[src/rtl/nibbler_pkg.sv]
// Shared opcode encodings, phase encoding and ALU operation set for the Nibbler core.
package nibbler_pkg;

  localparam logic [3:0] OP_NOP   = 4'h0;
  localparam logic [3:0] OP_LIT   = 4'h1;
  localparam logic [3:0] OP_ADDI  = 4'h2;
  localparam logic [3:0] OP_NANDI = 4'h3;
  localparam logic [3:0] OP_CMPI  = 4'h4;
  localparam logic [3:0] OP_LD    = 4'h5;
  localparam logic [3:0] OP_ST    = 4'h6;
  localparam logic [3:0] OP_ADDM  = 4'h7;
  localparam logic [3:0] OP_IN    = 4'h8;
  localparam logic [3:0] OP_OUT   = 4'h9;
  localparam logic [3:0] OP_JMP   = 4'hA;
  localparam logic [3:0] OP_JC    = 4'hB;
  localparam logic [3:0] OP_JNC   = 4'hC;
  localparam logic [3:0] OP_JZ    = 4'hD;
  localparam logic [3:0] OP_JNZ   = 4'hE;
  localparam logic [3:0] OP_HALT  = 4'hF;

  typedef enum logic {
    FETCH = 1'b0,
    EXEC  = 1'b1
  } phase_t;

  typedef enum logic [1:0] {
    ALU_ADD,
    ALU_NAND,
    ALU_CMP,
    ALU_PASS
  } alu_op_t;

  // Branch condition uses the flags as they stand when the jump executes.
  function automatic logic branch_taken(input logic [3:0] op, input logic c, input logic z);
    logic taken;
    taken = 1'b0;
    case (op)
      OP_JMP:  taken = 1'b1;
      OP_JC:   taken = c;
      OP_JNC:  taken = ~c;
      OP_JZ:   taken = z;
      OP_JNZ:  taken = ~z;
      default: taken = 1'b0;
    endcase
    return taken;
  endfunction

endpackage

[src/rtl/nibbler_if.sv]
// Program-memory fetch and data-RAM bus between the Nibbler core and its memories.
interface nibbler_if #(
  parameter int W  = 4,
  parameter int PW = 12,
  parameter int AW = 12
);

  logic [PW+3:0] instr_word;
  logic          instr_valid;
  logic [PW-1:0] pc;
  logic [AW-1:0] ram_addr;
  logic [W-1:0]  ram_wdata;
  logic [W-1:0]  ram_rdata;
  logic          ram_we;

  modport master (
    input  instr_word, instr_valid, ram_rdata,
    output pc, ram_addr, ram_wdata, ram_we
  );

  modport slave (
    output instr_word, instr_valid, ram_rdata,
    input  pc, ram_addr, ram_wdata, ram_we
  );

endinterface

[src/rtl/nibbler_alu.sv]
// Combinational W-bit ALU: add, nand, compare (a - b with borrow-free carry) and pass-through of b.
module nibbler_alu
  import nibbler_pkg::*;
#(
  parameter int W = 4
) (
  input  alu_op_t      op,
  input  logic [W-1:0] a,
  input  logic [W-1:0] b,
  output logic [W-1:0] result,
  output logic         carry,
  output logic         zero
);

  logic [W:0] sum;
  logic [W:0] diff;

  // Compare is a two's-complement subtract, so carry means a >= b unsigned.
  always_comb begin
    sum    = {1'b0, a} + {1'b0, b};
    diff   = {1'b0, a} + {1'b0, ~b} + {{W{1'b0}}, 1'b1};
    result = '0;
    carry  = 1'b0;
    case (op)
      ALU_ADD:  {carry, result} = sum;
      ALU_NAND: result = ~(a & b);
      ALU_CMP:  {carry, result} = diff;
      default:  result = b;
    endcase
    zero = (result == '0);
  end

endmodule

[src/rtl/nibbler_core.sv]
// Two-phase fetch/execute accumulator core: PC, IR, phase FSM, flags, accumulator,
// output register and branch decode around the nibbler_alu datapath.
module nibbler_core
  import nibbler_pkg::*;
#(
  parameter int W  = 4,
  parameter int PW = 12,
  parameter int AW = 12
) (
  input  logic         clock,
  input  logic         reset,
  nibbler_if.master    bus,
  output logic         phase,
  input  logic [W-1:0] pushbuttons,
  output logic [W-1:0] ff_out,
  output logic [W-1:0] accu,
  output logic         c_flag,
  output logic         z_flag,
  output logic         halted
);

  phase_t        state;
  logic [3:0]    ir_op;
  logic [PW-1:0] ir_operand;
  logic [PW-1:0] pc_q;

  alu_op_t       alu_op;
  logic [W-1:0]  alu_b;
  logic [W-1:0]  alu_result;
  logic          alu_carry;
  logic          alu_zero;

  nibbler_alu #(.W(W)) u_alu (
    .op     (alu_op),
    .a      (accu),
    .b      (alu_b),
    .result (alu_result),
    .carry  (alu_carry),
    .zero   (alu_zero)
  );

  always_comb begin
    alu_op = ALU_PASS;
    alu_b  = ir_operand[W-1:0];
    case (ir_op)
      OP_ADDI:  alu_op = ALU_ADD;
      OP_NANDI: alu_op = ALU_NAND;
      OP_CMPI:  alu_op = ALU_CMP;
      OP_LD:    alu_b  = bus.ram_rdata;
      OP_ADDM: begin
        alu_op = ALU_ADD;
        alu_b  = bus.ram_rdata;
      end
      OP_IN:    alu_b  = pushbuttons;
      default:  alu_op = ALU_PASS;
    endcase
  end

  // Write strobe is decoded from the registered IR so an async reset kills it at once.
  assign bus.ram_we    = (state == EXEC) && (ir_op == OP_ST);
  assign bus.ram_addr  = ir_operand[AW-1:0];
  assign bus.ram_wdata = accu;
  assign bus.pc        = pc_q;
  assign phase         = (state == EXEC);

  always_ff @(posedge clock or negedge reset) begin
    if (!reset) begin
      state      <= FETCH;
      ir_op      <= OP_NOP;
      ir_operand <= '0;
      pc_q       <= '0;
      accu       <= '0;
      ff_out     <= '0;
      c_flag     <= 1'b0;
      z_flag     <= 1'b0;
      halted     <= 1'b0;
    end else begin
      case (state)
        FETCH: begin
          if (bus.instr_valid && !halted) begin
            ir_op      <= bus.instr_word[PW+3:PW];
            ir_operand <= bus.instr_word[PW-1:0];
            state      <= EXEC;
          end
        end
        EXEC: begin
          state <= FETCH;
          if (branch_taken(ir_op, c_flag, z_flag)) begin
            pc_q <= ir_operand;
          end else if (ir_op != OP_HALT) begin
            pc_q <= pc_q + PW'(1);
          end
          case (ir_op)
            OP_LIT, OP_LD, OP_IN: begin
              accu   <= alu_result;
              z_flag <= alu_zero;
            end
            OP_ADDI, OP_ADDM: begin
              accu   <= alu_result;
              c_flag <= alu_carry;
              z_flag <= alu_zero;
            end
            OP_NANDI: begin
              accu   <= alu_result;
              z_flag <= alu_zero;
            end
            OP_CMPI: begin
              c_flag <= alu_carry;
              z_flag <= alu_zero;
            end
            OP_OUT:  ff_out <= accu;
            OP_HALT: halted <= 1'b1;
            default: ;
          endcase
        end
      endcase
    end
  end

endmodule

[src/flat_wrapper.sv]
// flat-port wrapper written by rule: the top's interface ports become plain ports
module nibbler_core_flat import nibbler_pkg::*;
#(
  parameter int W  = 4,
  parameter int PW = 12,
  parameter int AW = 12
)
  (clock, reset, phase, pushbuttons, ff_out, accu, c_flag, z_flag, halted, bus_instr_word, bus_instr_valid, bus_ram_rdata, bus_pc, bus_ram_addr, bus_ram_wdata, bus_ram_we);
  nibbler_if #(.W(W), .PW(PW), .AW(AW)) bus_i ();
  input  logic clock;
  input  logic reset;
  output logic phase;
  input  logic [W-1:0] pushbuttons;
  output logic [W-1:0] ff_out;
  output logic [W-1:0] accu;
  output logic c_flag;
  output logic z_flag;
  output logic halted;
  input wire logic [$bits(bus_i.instr_word)-1:0] bus_instr_word;
  input wire logic [$bits(bus_i.instr_valid)-1:0] bus_instr_valid;
  input wire logic [$bits(bus_i.ram_rdata)-1:0] bus_ram_rdata;
  output wire logic [$bits(bus_i.pc)-1:0] bus_pc;
  output wire logic [$bits(bus_i.ram_addr)-1:0] bus_ram_addr;
  output wire logic [$bits(bus_i.ram_wdata)-1:0] bus_ram_wdata;
  output wire logic [$bits(bus_i.ram_we)-1:0] bus_ram_we;
  assign bus_i.instr_word = bus_instr_word;
  assign bus_i.instr_valid = bus_instr_valid;
  assign bus_i.ram_rdata = bus_ram_rdata;
  assign bus_pc = bus_i.pc;
  assign bus_ram_addr = bus_i.ram_addr;
  assign bus_ram_wdata = bus_i.ram_wdata;
  assign bus_ram_we = bus_i.ram_we;
  nibbler_core #(.W(W), .PW(PW), .AW(AW)) u_core (.clock(clock), .reset(reset), .bus(bus_i), .phase(phase), .pushbuttons(pushbuttons), .ff_out(ff_out), .accu(accu), .c_flag(c_flag), .z_flag(z_flag), .halted(halted));
endmodule
[config.mk]
export PLATFORM = sky130hd
export DESIGN_NAME = nibbler_core_flat
export DESIGN_NICKNAME = d
export VERILOG_FILES = /design/src/rtl/nibbler_pkg.sv /design/src/rtl/nibbler_if.sv /design/src/rtl/nibbler_alu.sv /design/src/rtl/nibbler_core.sv /design/src/flat_wrapper.sv
export SDC_FILE = /design/constraint.sdc
export NUM_CORES = 1
export LEC_CHECK = 0
export ABC_AREA = 1
export CAP_MARGIN = 5
export CORE_MARGIN = 2
export CORE_UTILIZATION = 30
export CTS_BUF_LIST = sky130_fd_sc_hd__clkbuf_4
export DETAILED_ROUTE_END_ITERATION = 8
export GPL_TIMING_DRIVEN = 0
export SYNTH_ARGS = -nofsm -noshare
export SYNTH_HDL_FRONTEND = slang
export SYNTH_HIERARCHICAL = 1
export SYNTH_SLANG_ARGS = --single-unit
[constraint.sdc]
create_clock -name clock -period 2.7 [get_ports clock]
set_input_delay 0.27 -clock clock [delete_from_list [all_inputs] [get_ports clock]]
set_output_delay 0.27 -clock clock [all_outputs]
set_load 0.01 [all_outputs]
==> impl_metrics.env, run 1 <==
export IMPL_die_area_sq_mm=0.00959
export IMPL_fin_total_pwr_mw=4.64
export IMPL_synthSimpleGateAreaFrac_pct=37.0
export IMPL_tritoncts="yes"
export IMPL_ys_ff_latch=40
export IMPL_syn_nets=419
export IMPL_drive_above_1_share_pct=15.6
export IMPL_fmax_mhz=394
export IMPL_synth_compound_area_share_pct=6.38
export IMPL_leakage_nw=1.81
export IMPL_post_drt_wl_per_cell_um=12.7
export IMPL_synth_top_family_by_area="simple AND/OR/NAND/NOR gates"
export IMPL_maxSlewHeadroom_pct=63.9
export IMPL_clk_pin_slew_worst_paths_ns=0.12
export IMPL_r2r_slack_ns=0.16
export IMPL_io_pins=68
export IMPL_p_sw_mw=2.22
export IMPL_synthCells=381
export IMPL_avgSynthCellArea_sq_um=6.95
export IMPL_portBuffers=67
export IMPL_row_count=34
export IMPL_die_width_um=97.9
export IMPL_syn_area_sq_mm=0.00265
export IMPL_cellPowerDensity_mw_per_mm2=1250
export IMPL_vias=2672
export IMPL_synth_xor_area_share_pct=1.98
export IMPL_status="finished, final reports clean"
export IMPL_stdcell_count=581
export IMPL_fin_skew_ns=0.0133
export IMPL_timing_final_crit_share_pct=94.1
export IMPL_crit_fanout=4
export IMPL_crit_arrival_ns=2.82
export IMPL_drt_iter0_drc=142
export IMPL_clock_path_buffers=2
export IMPL_dr_pass1_iters=4
export IMPL_synth_most_common_cell="nand2_1"
export IMPL_yosysTopAreaCell="dfrtp_1"
export IMPL_initial_core_util_pct=30.7
export IMPL_cts_root_buffer="clkbuf_4"
export IMPL_worst_pin_slew_ns=0.542
export IMPL_fp_dieH_um=97.9
export IMPL_critPathRequiredTime_ns=2.98
export IMPL_synthArstFlopShare_pct=100
export IMPL_p_clk_share_pct=6.7
export IMPL_r2r_cells=17
export IMPL_synth_edf_count=0
export IMPL_place_gp_congestion=0.910
export IMPL_routed_wl_mm=7.38
export IMPL_grt_pass1_vias=2555
export IMPL_final_net_count=510
export IMPL_synthAdderAreaFrac_pct=5.77
export IMPL_endpoint_kind="flip-flop"
export IMPL_muxShareOfSynthArea_pct=0
export IMPL_grt_use_total_pct=15.4
export IMPL_drcViolationCount=0
export IMPL_cts_sink_count=40
export IMPL_cp_start_kind="flip-flop"
export IMPL_final_max_slew_viol_count=0
export IMPL_netlist_top_cells_area="dfrtp_1, nand2_1, nand3_1, inv_1, ha_1"
export IMPL_synth_cell_type_count=30
export IMPL_place_ws_ns=-0.195
export IMPL_grt_max_degree=27
export IMPL_power_frac_comb_pct=67.8
export IMPL_gr_total_overflow=0
export IMPL_synth_commonest_cells="nand2_1, nand3_1, inv_1, dfrtp_1, nor2_1"
export IMPL_critPathKind="flip-flop to flip-flop"
export IMPL_ys_warn_count=6
export IMPL_peakVddDrop_v=0.000392
export IMPL_fin_ws_ns=0.159
export IMPL_synth_main_ff_cell="dfrtp_1"
export IMPL_swShare_pct=47.9
export IMPL_antenna_cells=0
export IMPL_hold_class="primary input to async pin"
export IMPL_htreeDepth=2
export IMPL_hold_violations=0
export IMPL_grt_pass1_wl_mm=12.1
export IMPL_power_internal_mw=2.42
export IMPL_clock_latency_ns=0.34
export IMPL_ys_seq_area_share_pct=37.8
export IMPL_area_growth_pct=40.3
export IMPL_via_per_inst=4.60
export IMPL_cts_made_buffers=5
export IMPL_ant_nets=0
export IMPL_setup_violations_final=0
export IMPL_pwr_share_seq_pct=25.4
export IMPL_core_area_sq_mm=0.00864
export IMPL_dpl_cell_count=557
export IMPL_synth_top_area_share_pct=37.8
export IMPL_period_needed_ns=2.54
export IMPL_dpl_hpwl_mm=5.52
export IMPL_rsz0062_at_grt="true"
export IMPL_antenna_found_initial=0
export IMPL_drv_cap=0
==> metal layers <==
layer  part of all wire (%)  global-route usage, %
met4                    1.2                   3.85
met1                     49                   21.9
met5                      0                      0
met2                     45                   24.1
met3                    4.5                   3.01
==> cell type report <==
class / instances / area, sq um
Buffer: 13 / 80.1
Clock buffer: 7 / 52.6
Multi-Input combinational cell: 271 / 1410
Timing Repair Buffer: 84 / 812
Sequential cell: 40 / 1000
Fill cell: 900 / 4920
Inverter: 57 / 214
Clock inverter: 1 / 3.75
Tap cell: 108 / 135
==> power groups by stage <==
| stage | clock, mW | combinational, mW | sequential, mW |
|---|---|---|---|
| after global routing | 0.345 | 3.51 | 1.24 |
| after floorplan | 0 | 1.72 | 1.24 |
| after CTS | 0.326 | 2.94 | 1.19 |
| after detailed placement | 0 | 2.83 | 1.20 |
| after global placement | 0 | 2.81 | 1.20 |
| final | 0.313 | 3.15 | 1.18 |
==> metrics by stage <==
step	hold slack [ns]	cell area [sq um]	TNS (ns)	utilization (%)
2_1_floorplan	-0.0256	2650	0	-
3_3_place_gp	0.479	3450	-0.291	40.0
3_5_place_dp	0.204	3470	-0.302	40.2
4_1_cts	0.349	3610	0	41.8
5_1_grt	0.369	3710	-0.0334	43.0
6_report	0.345	3710	0	43.0
==> cell families (layout without fill, tap and decap cells) <==
family,after synthesis,after routing
simple gates,222,222
buf+inv,70,162
flops,40,40
compound gates,32,32
fa+ha+maj,11,11
xor+xnor,6,6
==> what timing repair did <==
action                     CTS  global route
setup endpoints to repair    3             3
hold buffers                 1             0
hold endpoints to repair    14             0
resized for setup            6            16
pin swaps                    2             8
setup buffers                7             8
==> cell usage in the layout (no fill, tap or decap), drive strengths merged, types with 5 or more instances in the layout <==
cell           instances
ha                     9
nor2                  29
nand3                 49
buf                   27
a21oi                  5
dfrtp                 40
o21ai                 26
nand2                134
clkdlybuf4s50         66
clkbuf                10
inv                   57
==> path summary, 6_finish.rpt <==
| kind | start | to |
|---|---|---|
| max in group asynchronous | reset | u_core/ir_op[0] |
| min in group clock | bus_instr_word[8] | u_core/bus.ram_addr[8] |
| min reg2reg | u_core/halted | u_core/halted |
| min | reset | u_core/bus.pc[4] |
| max reg2reg | u_core/ir_op[2] | u_core/z_flag |
| max | u_core/ir_op[2] | u_core/z_flag |
==> critical path: stages, from the launching register on <==
cell     delay, ns
dfrtp_1       0.38
inv_2         0.08
nor2_4        0.14
inv_2         0.07
nor2_4        0.14
nor2_4        0.07
nand2_1       0.11
nand3_2       0.11
ha_1          0.20
inv_1         0.09
fa_2          0.43
nand2_1       0.10
nand4_2       0.11
nor2_1        0.11
nand2_1       0.07
nor2_2        0.10
nand3_1       0.08
nand2_1       0.08
==> registers in the layout (all words and copies together) (netlist names), 4 cells and up <==
register and flops:
u_core/bus.pc 12, u_core/bus.ram_addr 12, u_core/ir_op 4, u_core/ff_out 4, u_core/accu 4
Power figures use the tool's default switching activity.
==> inputs of run 2 (changes only) <==
Settings changed: ABC_AREA 1 to unset, ABC_CLOCK_PERIOD_IN_PS set to 2700.
==> run 2 against run 1 <==
The run now ends with negative setup slack left. Die area is 5.6% lower. Combinational power rose by 6.3%. Area after synthesis is 5.9% lower. Critical path depth down 4. Clock power rose by 28%. Sequential power grew 7%. Global-route usage shrank 0.15 points. Critical path type unchanged. Largest cell class unchanged. Largest power group unchanged. Highest routed layer unchanged.
==> impl_metrics.env, run 2 <==
export IMPL_status="complete, but fails checks"
export IMPL_violations="negative setup slack"
export IMPL_busiest_layer="met2"
export IMPL_initial_core_util_pct=30.6
export IMPL_fill_cells=784
export IMPL_path_delay_family="simple AND/OR/NAND/NOR gates"
export IMPL_worst_pin_slew_ns=0.584
export IMPL_grt_max_degree=22
export IMPL_synthArstFlopShare_pct=100
export IMPL_timing_final_crit_share_pct=116
export IMPL_critPathRequiredTime_ns=3.01
export IMPL_synth_commonest_cells="dfrtp_1, nand2_1, mux2_1, inv_1"
export IMPL_crit_fanout=7
export IMPL_final_max_slew_viol_count=0
export IMPL_synth_most_common_cell="dfrtp_1"
export IMPL_hold_violations=0
export IMPL_peakVddDrop_v=0.000470
export IMPL_final_common_cell="clkdlybuf4s50_1"
export IMPL_layout_common_cells="clkdlybuf4s50_1, dfrtp_1, nand2_1"
export IMPL_gr_total_overflow=0
export IMPL_muxShareOfSynthArea_pct=15.3
export IMPL_r2r_slack_ns=-0.42
export IMPL_dpl_hpwl_mm=4.95
export IMPL_synth_top_family_by_area="compound AO/OA/AOI/OAI gates"
export IMPL_ant_nets=0
export IMPL_cp_common_cell="nor2_4"
export IMPL_clock_latency_ns=0.36
export IMPL_netlist_top_cells_area="dfrtp_1, mux2_1, ha_1, mux2i_1, nand2_1"
export IMPL_yosysTopAreaCell="dfrtp_1"
export IMPL_ys_seq_area_share_pct=40.2
export IMPL_grt_pass1_vias=2141
export IMPL_place_ws_ns=-0.791
export IMPL_dpl_cell_area_sq_mm=0.00334
export IMPL_final_net_count=381
export IMPL_setup_tns_ns=-0.872
export IMPL_synth_xor_area_share_pct=1.05
export IMPL_final_area_sq_mm=0.00362
export IMPL_synthCells=254
export IMPL_cts_root_buffer="clkbuf_4"
export IMPL_syn_area_sq_mm=0.00249
export IMPL_synth_compound_area_share_pct=15.9
export IMPL_tritoncts="yes"
export IMPL_post_drt_wl_per_cell_um=15.0
export IMPL_r2r_cells=13
export IMPL_cp_start_kind="flip-flop"
export IMPL_antenna_found_initial=0
export IMPL_row_count=33
export IMPL_groute_layer_met2_usage_pct=27.1
export IMPL_synth_top_area_share_pct=40.2
export IMPL_rsz0062_at_grt="true"
export IMPL_grt_pass1_wl_mm=10.8
export IMPL_core_area_sq_mm=0.00813
export IMPL_period_needed_ns=3.12
export IMPL_synth_cell_type_count=51
export IMPL_globalRouteMet3Util_pct=3.00
export IMPL_leakage_nw=1.56
export IMPL_clock_path_buffers=2
export IMPL_io_pins=68
export IMPL_setup_violations_final=4
export IMPL_grt_use_total_pct=15.2
export IMPL_htreeDepth=2
export IMPL_drt_iter0_drc=94
export IMPL_fin_skew_ns=0.00834
export IMPL_synth_main_ff_cell="dfrtp_1"
export IMPL_crit_arrival_ns=3.43
export IMPL_cp_slowest_cell="mux4_2"
export IMPL_hold_class="primary input to async pin"
export IMPL_path_buf_inv=2
export IMPL_synthAdderAreaFrac_pct=6.12
export IMPL_r2r_start="u_core/ir_op[3]"
export IMPL_fmax_mhz=320
export IMPL_cts_made_buffers=5
export IMPL_portBuffers=67
export IMPL_antenna_cells=0
export IMPL_fp_dieH_um=95.2
export IMPL_drcViolationCount=0
export IMPL_clk_pin_slew_worst_paths_ns=0.13
export IMPL_synth_edf_count=0
export IMPL_die_area_sq_mm=0.00905
export IMPL_syn_nets=292
export IMPL_routed_wl_mm=6.76
export IMPL_maxSlewHeadroom_pct=60.8
export IMPL_critPathKind="flip-flop to flip-flop"
export IMPL_synthSimpleGateAreaFrac_pct=14.6
export IMPL_place_gp_congestion=0.844
export IMPL_via_per_inst=5.02
export IMPL_fin_ws_ns=-0.422
export IMPL_dr_pass1_iters=4
export IMPL_ys_ff_latch=40
export IMPL_cellPowerDensity_mw_per_mm2=1390
export IMPL_avgSynthCellArea_sq_um=9.81
export IMPL_grtUsageMet1_pct=18.4
export IMPL_endpoint_kind="flip-flop"
export IMPL_cp_slowest_stage_delay_ns=0.51
export IMPL_r2r_end="u_core/z_flag"
export IMPL_cts_sink_count=40
export IMPL_vias=2256
export IMPL_ys_warn_count=6
export IMPL_drive_above_1_share_pct=18.0
export IMPL_drv_cap=0
export IMPL_area_growth_pct=45.1
export IMPL_die_width_um=95.2
export IMPL_worstPathCellList="buf_6 -> or3b_4 -> nor2_4 -> nor2_4 -> nand2_2 -> nand2_4 -> ha_4 -> inv_2 -> fa_1 -> mux4_2 -> or2_4 -> a2111oi_4 -> mux2_4"
## run 2: changes by cell type after synthesis, moves of 10 or more
cell / previous run / this run
nor2_1: 23 / 12
nand2_1: 129 / 26
mux2_1: 0 / 23
o21ai_0: 21 / 11
nand3_1: 49 / 6
mux2i_1: 0 / 10
inv_1: 48 / 19
## run 2: area by class of cell
type | count | area, sq um | share of cell area [%]
plain buffers | 12 | 83.8 | 2.32
clock inverters | 3 | 37.5 | 1.04
flip-flops and latches | 40 | 1000 | 27.7
well taps | 105 | 131 | 3.63
inverters | 20 | 75.1 | 2.08
clock buffers | 5 | 37.5 | 1.04
multi-input cells | 179 | 1430 | 39.4
repair buffers | 85 | 823 | 22.8
## run 2: where the power goes
part           leakage (nW)  switching [mW]  internal [mW]  total (mW)
Sequential            0.469           0.375          0.890        1.26
Combinational          1.05            1.57           1.78        3.35
Clock                0.0403           0.212          0.189       0.401
Total                  1.56            2.16           2.86        5.02
## run 2: layer usage
metal,share of wire [%],up-vias
met5,0,-
met4,1.2,0
met3,5.4,6
met2,52,57
met1,41,1115
li1,-,1078
## run 2: cell families after synthesis
logic type,Yosys count
and+or+nand+nor,73
AOI/OAI and AO/OA,58
DFF,40
buffers and inverters,35
muxes,34
adders and majority gates,11
xor gates and xnor gates,3
## run 2: what timing repair did
action,CTS,global route
pin swaps,10,11
buffers inserted,10,6
hold endpoints to repair,19,0
setup endpoints to repair,5,5
hold buffers,1,0
gates resized for setup,16,6
## run 2: worst register-to-register path: cells and delay by family, from the launching register on
kind	cells	cell delay, ns
buffers and inverters	2	0.17
muxes	2	0.71
and+or+nand+nor	6	1.06
AOI/OAI and AO/OA	1	0.19
DFF	1	0.36
adders and majority gates	2	0.58
## run 2: metrics by stage
| step | instances | util (%) | power [mW] | hold slack [ns] |
|---|---|---|---|---|
| final | 449 | 44.5 | 5.02 | 0.405 |
| after global routing | 449 | 44.5 | 5.40 | 0.430 |
| after CTS | 445 | 44.0 | 4.92 | 0.408 |
| after detailed placement | 427 | 41.1 | 4.09 | 0.267 |
| after global placement | 426 | 40.8 | 4.03 | 0.472 |
| after floorplan | 254 | - | 2.99 | -0.0256 |
## run 2: worst max path at each step
stage | from | to | slack, ns | cells after the start
global route | u_core/ir_op[3] | u_core/z_flag | -0.54 | 13
CTS | u_core/ir_op[2] | u_core/z_flag | -0.58 | 11
detailed placement | u_core/ir_op[0] | u_core/z_flag | -0.79 | 12
floorplan | u_core/ir_op[2] | u_core/z_flag | -0.30 | 13
finish | u_core/ir_op[3] | u_core/z_flag | -0.42 | 13
global placement | u_core/ir_op[0] | u_core/z_flag | -0.78 | 12
==> inputs of run 3 (changes only) <==
Settings changed: CORE_UTILIZATION 30 to 50, PLACE_DENSITY set to 0.83.
==> run 3 against run 2 <==
The flow finishes with violations (negative hold slack, negative setup slack). Register-to-register slack got worse by 0.07 ns. Global-route usage grew 7.9 points. Maximum frequency shrank 2.1%. Clock-buffer cell count unchanged. Combinational power grew 1%. Clock skew up 0.012 ns. First-iteration DRC count up 85%. Flip-flop and latch count unchanged. Sequential power is essentially flat. Critical path type unchanged. Highest routed layer unchanged.
==> impl_metrics.env, run 3 (synthesized netlist as in run 2, its figures left out) <==
export IMPL_fin_skew_ns=0.0205
export IMPL_vias=2275
export IMPL_drive_above_1_share_pct=18.6
export IMPL_rsz0062_at_grt="true"
export IMPL_die_width_um=74.6
export IMPL_clock_path_buffers=2
export IMPL_routed_wl_mm=6.44
export IMPL_r2r_start="u_core/ir_op[1]"
export IMPL_peakVddDrop_v=0.000991
export IMPL_antenna_cells=0
export IMPL_cts_root_buffer="clkbuf_4"
export IMPL_io_pins=68
export IMPL_critPathKind="flip-flop to flip-flop"
export IMPL_layout_common_cells="clkdlybuf4s50_1, dfrtp_1, nand2_1"
export IMPL_grt_pass1_wl_mm=9.72
export IMPL_globalRouteMet3Util_pct=4.34
export IMPL_stdcell_count=406
export IMPL_htreeDepth=2
export IMPL_clock_latency_ns=0.37
export IMPL_portBuffers=67
export IMPL_drv_cap=0
export IMPL_final_net_count=376
export IMPL_critPathRequiredTime_ns=3.00
export IMPL_r2r_cells=13
export IMPL_busiest_layer="met2"
export IMPL_crit_arrival_ns=3.49
export IMPL_dpl_cell_count=388
export IMPL_drcViolationCount=0
export IMPL_final_util_pct=73.7
export IMPL_violations="negative hold slack, negative setup slack"
export IMPL_area_growth_pct=40.6
export IMPL_dpl_hpwl_mm=4.43
export IMPL_grt_use_total_pct=23.1
export IMPL_ant_nets=0
export IMPL_timing_final_crit_share_pct=118
export IMPL_hold_buffers=0
export IMPL_drt_iter0_drc=174
export IMPL_leakage_nw=1.51
export IMPL_place_gp_congestion=0.865
export IMPL_via_per_inst=5.60
export IMPL_groute_layer_met2_usage_pct=41.8
export IMPL_grtUsageMet1_pct=27.6
export IMPL_fmax_mhz=314
export IMPL_maxSlewHeadroom_pct=41.3
export IMPL_gr_total_overflow=0
export IMPL_grt_pass1_vias=2106
export IMPL_row_count=25
export IMPL_dr_pass1_iters=4
export IMPL_initial_core_util_pct=52.4
export IMPL_fin_ws_ns=-0.490
export IMPL_cts_sink_count=40
export IMPL_fp_dieH_um=74.6
export IMPL_tritoncts="yes"
export IMPL_cp_start_kind="flip-flop"
export IMPL_core_area_sq_mm=0.00475
export IMPL_hold_class="primary input to async pin"
export IMPL_cellPowerDensity_mw_per_mm2=1410
export IMPL_final_max_slew_viol_count=0
export IMPL_worst_pin_slew_ns=0.881
export IMPL_fin_hold_ws_ns=-0.00589
export IMPL_r2r_end="u_core/z_flag"
export IMPL_clk_pin_slew_worst_paths_ns=0.14
export IMPL_fin_total_pwr_mw=4.95
export IMPL_endpoint_kind="flip-flop"
export IMPL_final_common_cell="clkdlybuf4s50_1"
export IMPL_setup_violations_final=5
export IMPL_r2r_slack_ns=-0.49
export IMPL_period_needed_ns=3.19
export IMPL_cts_made_buffers=5
export IMPL_status="complete, but fails checks"
export IMPL_crit_fanout=6
export IMPL_antenna_found_initial=0
export IMPL_die_area_sq_mm=0.00557
export IMPL_hold_violations=9
export IMPL_post_drt_wl_per_cell_um=15.8
export IMPL_grt_max_degree=41
-- run 3: through the flow --
| step | cell area, sq um | setup TNS (ns) | setup WS, ns |
|---|---|---|---|
| after global placement | 3270 | -1.36 | -0.671 |
| after CTS | 3380 | -1.18 | -0.532 |
| final | 3500 | -1.23 | -0.490 |
| after global routing | 3500 | -1.70 | -0.599 |
| after floorplan | 2520 | -0.366 | -0.304 |
| after detailed placement | 3270 | -1.65 | -0.729 |
-- run 3: worst max path at each step --
| stage | start | endpoint | slack [ns] | cells after the start |
|---|---|---|---|---|
| final | u_core/ir_op[1] | u_core/z_flag | -0.49 | 13 |
| after floorplan | u_core/ir_op[2] | u_core/z_flag | -0.30 | 13 |
| after CTS | u_core/ir_op[2] | u_core/z_flag | -0.53 | 13 |
| after global placement | u_core/ir_op[0] | u_core/z_flag | -0.67 | 12 |
| after global routing | u_core/ir_op[1] | u_core/z_flag | -0.60 | 13 |
| after detailed placement | u_core/ir_op[0] | u_core/z_flag | -0.73 | 12 |
-- run 3: where the power goes --
part	internal [mW]	leakage, nW	total (mW)	switching [mW]
logic	1.78	1.02	3.39	1.61
clock network	0.0981	0.0249	0.306	0.208
registers	0.890	0.469	1.25	0.363
-- run 3: critical path, stage by stage, from the launching register on --
cell	delay, ns
dfrtp_1	0.39
buf_6	0.13
or3b_4	0.40
nor2_4	0.17
nor2_4	0.07
nand2_2	0.09
nand2_4	0.07
ha_4	0.18
inv_2	0.05
fa_2	0.42
mux4_2	0.51
or2_0	0.23
a2111oi_2	0.25
mux2_1	0.18
-- run 3: what timing repair did --
action / CTS / global route
resized for setup: 6 / 19
setup buffers: 4 / 8
pin swaps: 2 / 7
endpoints found under the setup margin: 5 / 5
-- run 3: routing by layer --
metal	wire, um	part of all wire (%)	vias up
met1	2520	39	1109
li1	-	-	1064
met5	0	0	-
met2	3390	53	86
met4	143	2.2	0
met3	375	5.8	16
-- run 3: cell type report --
cell class / instances / area (sq um)
Multi-Input combinational cell: 179 / 1430
Fill cell: 373 / 1250
Sequential cell: 40 / 1000
Timing Repair Buffer: 79 / 759
Buffer: 13 / 95.1
Tap cell: 67 / 83.8
Inverter: 20 / 75.1
Clock buffer: 5 / 37.5
Clock inverter: 3 / 18.8
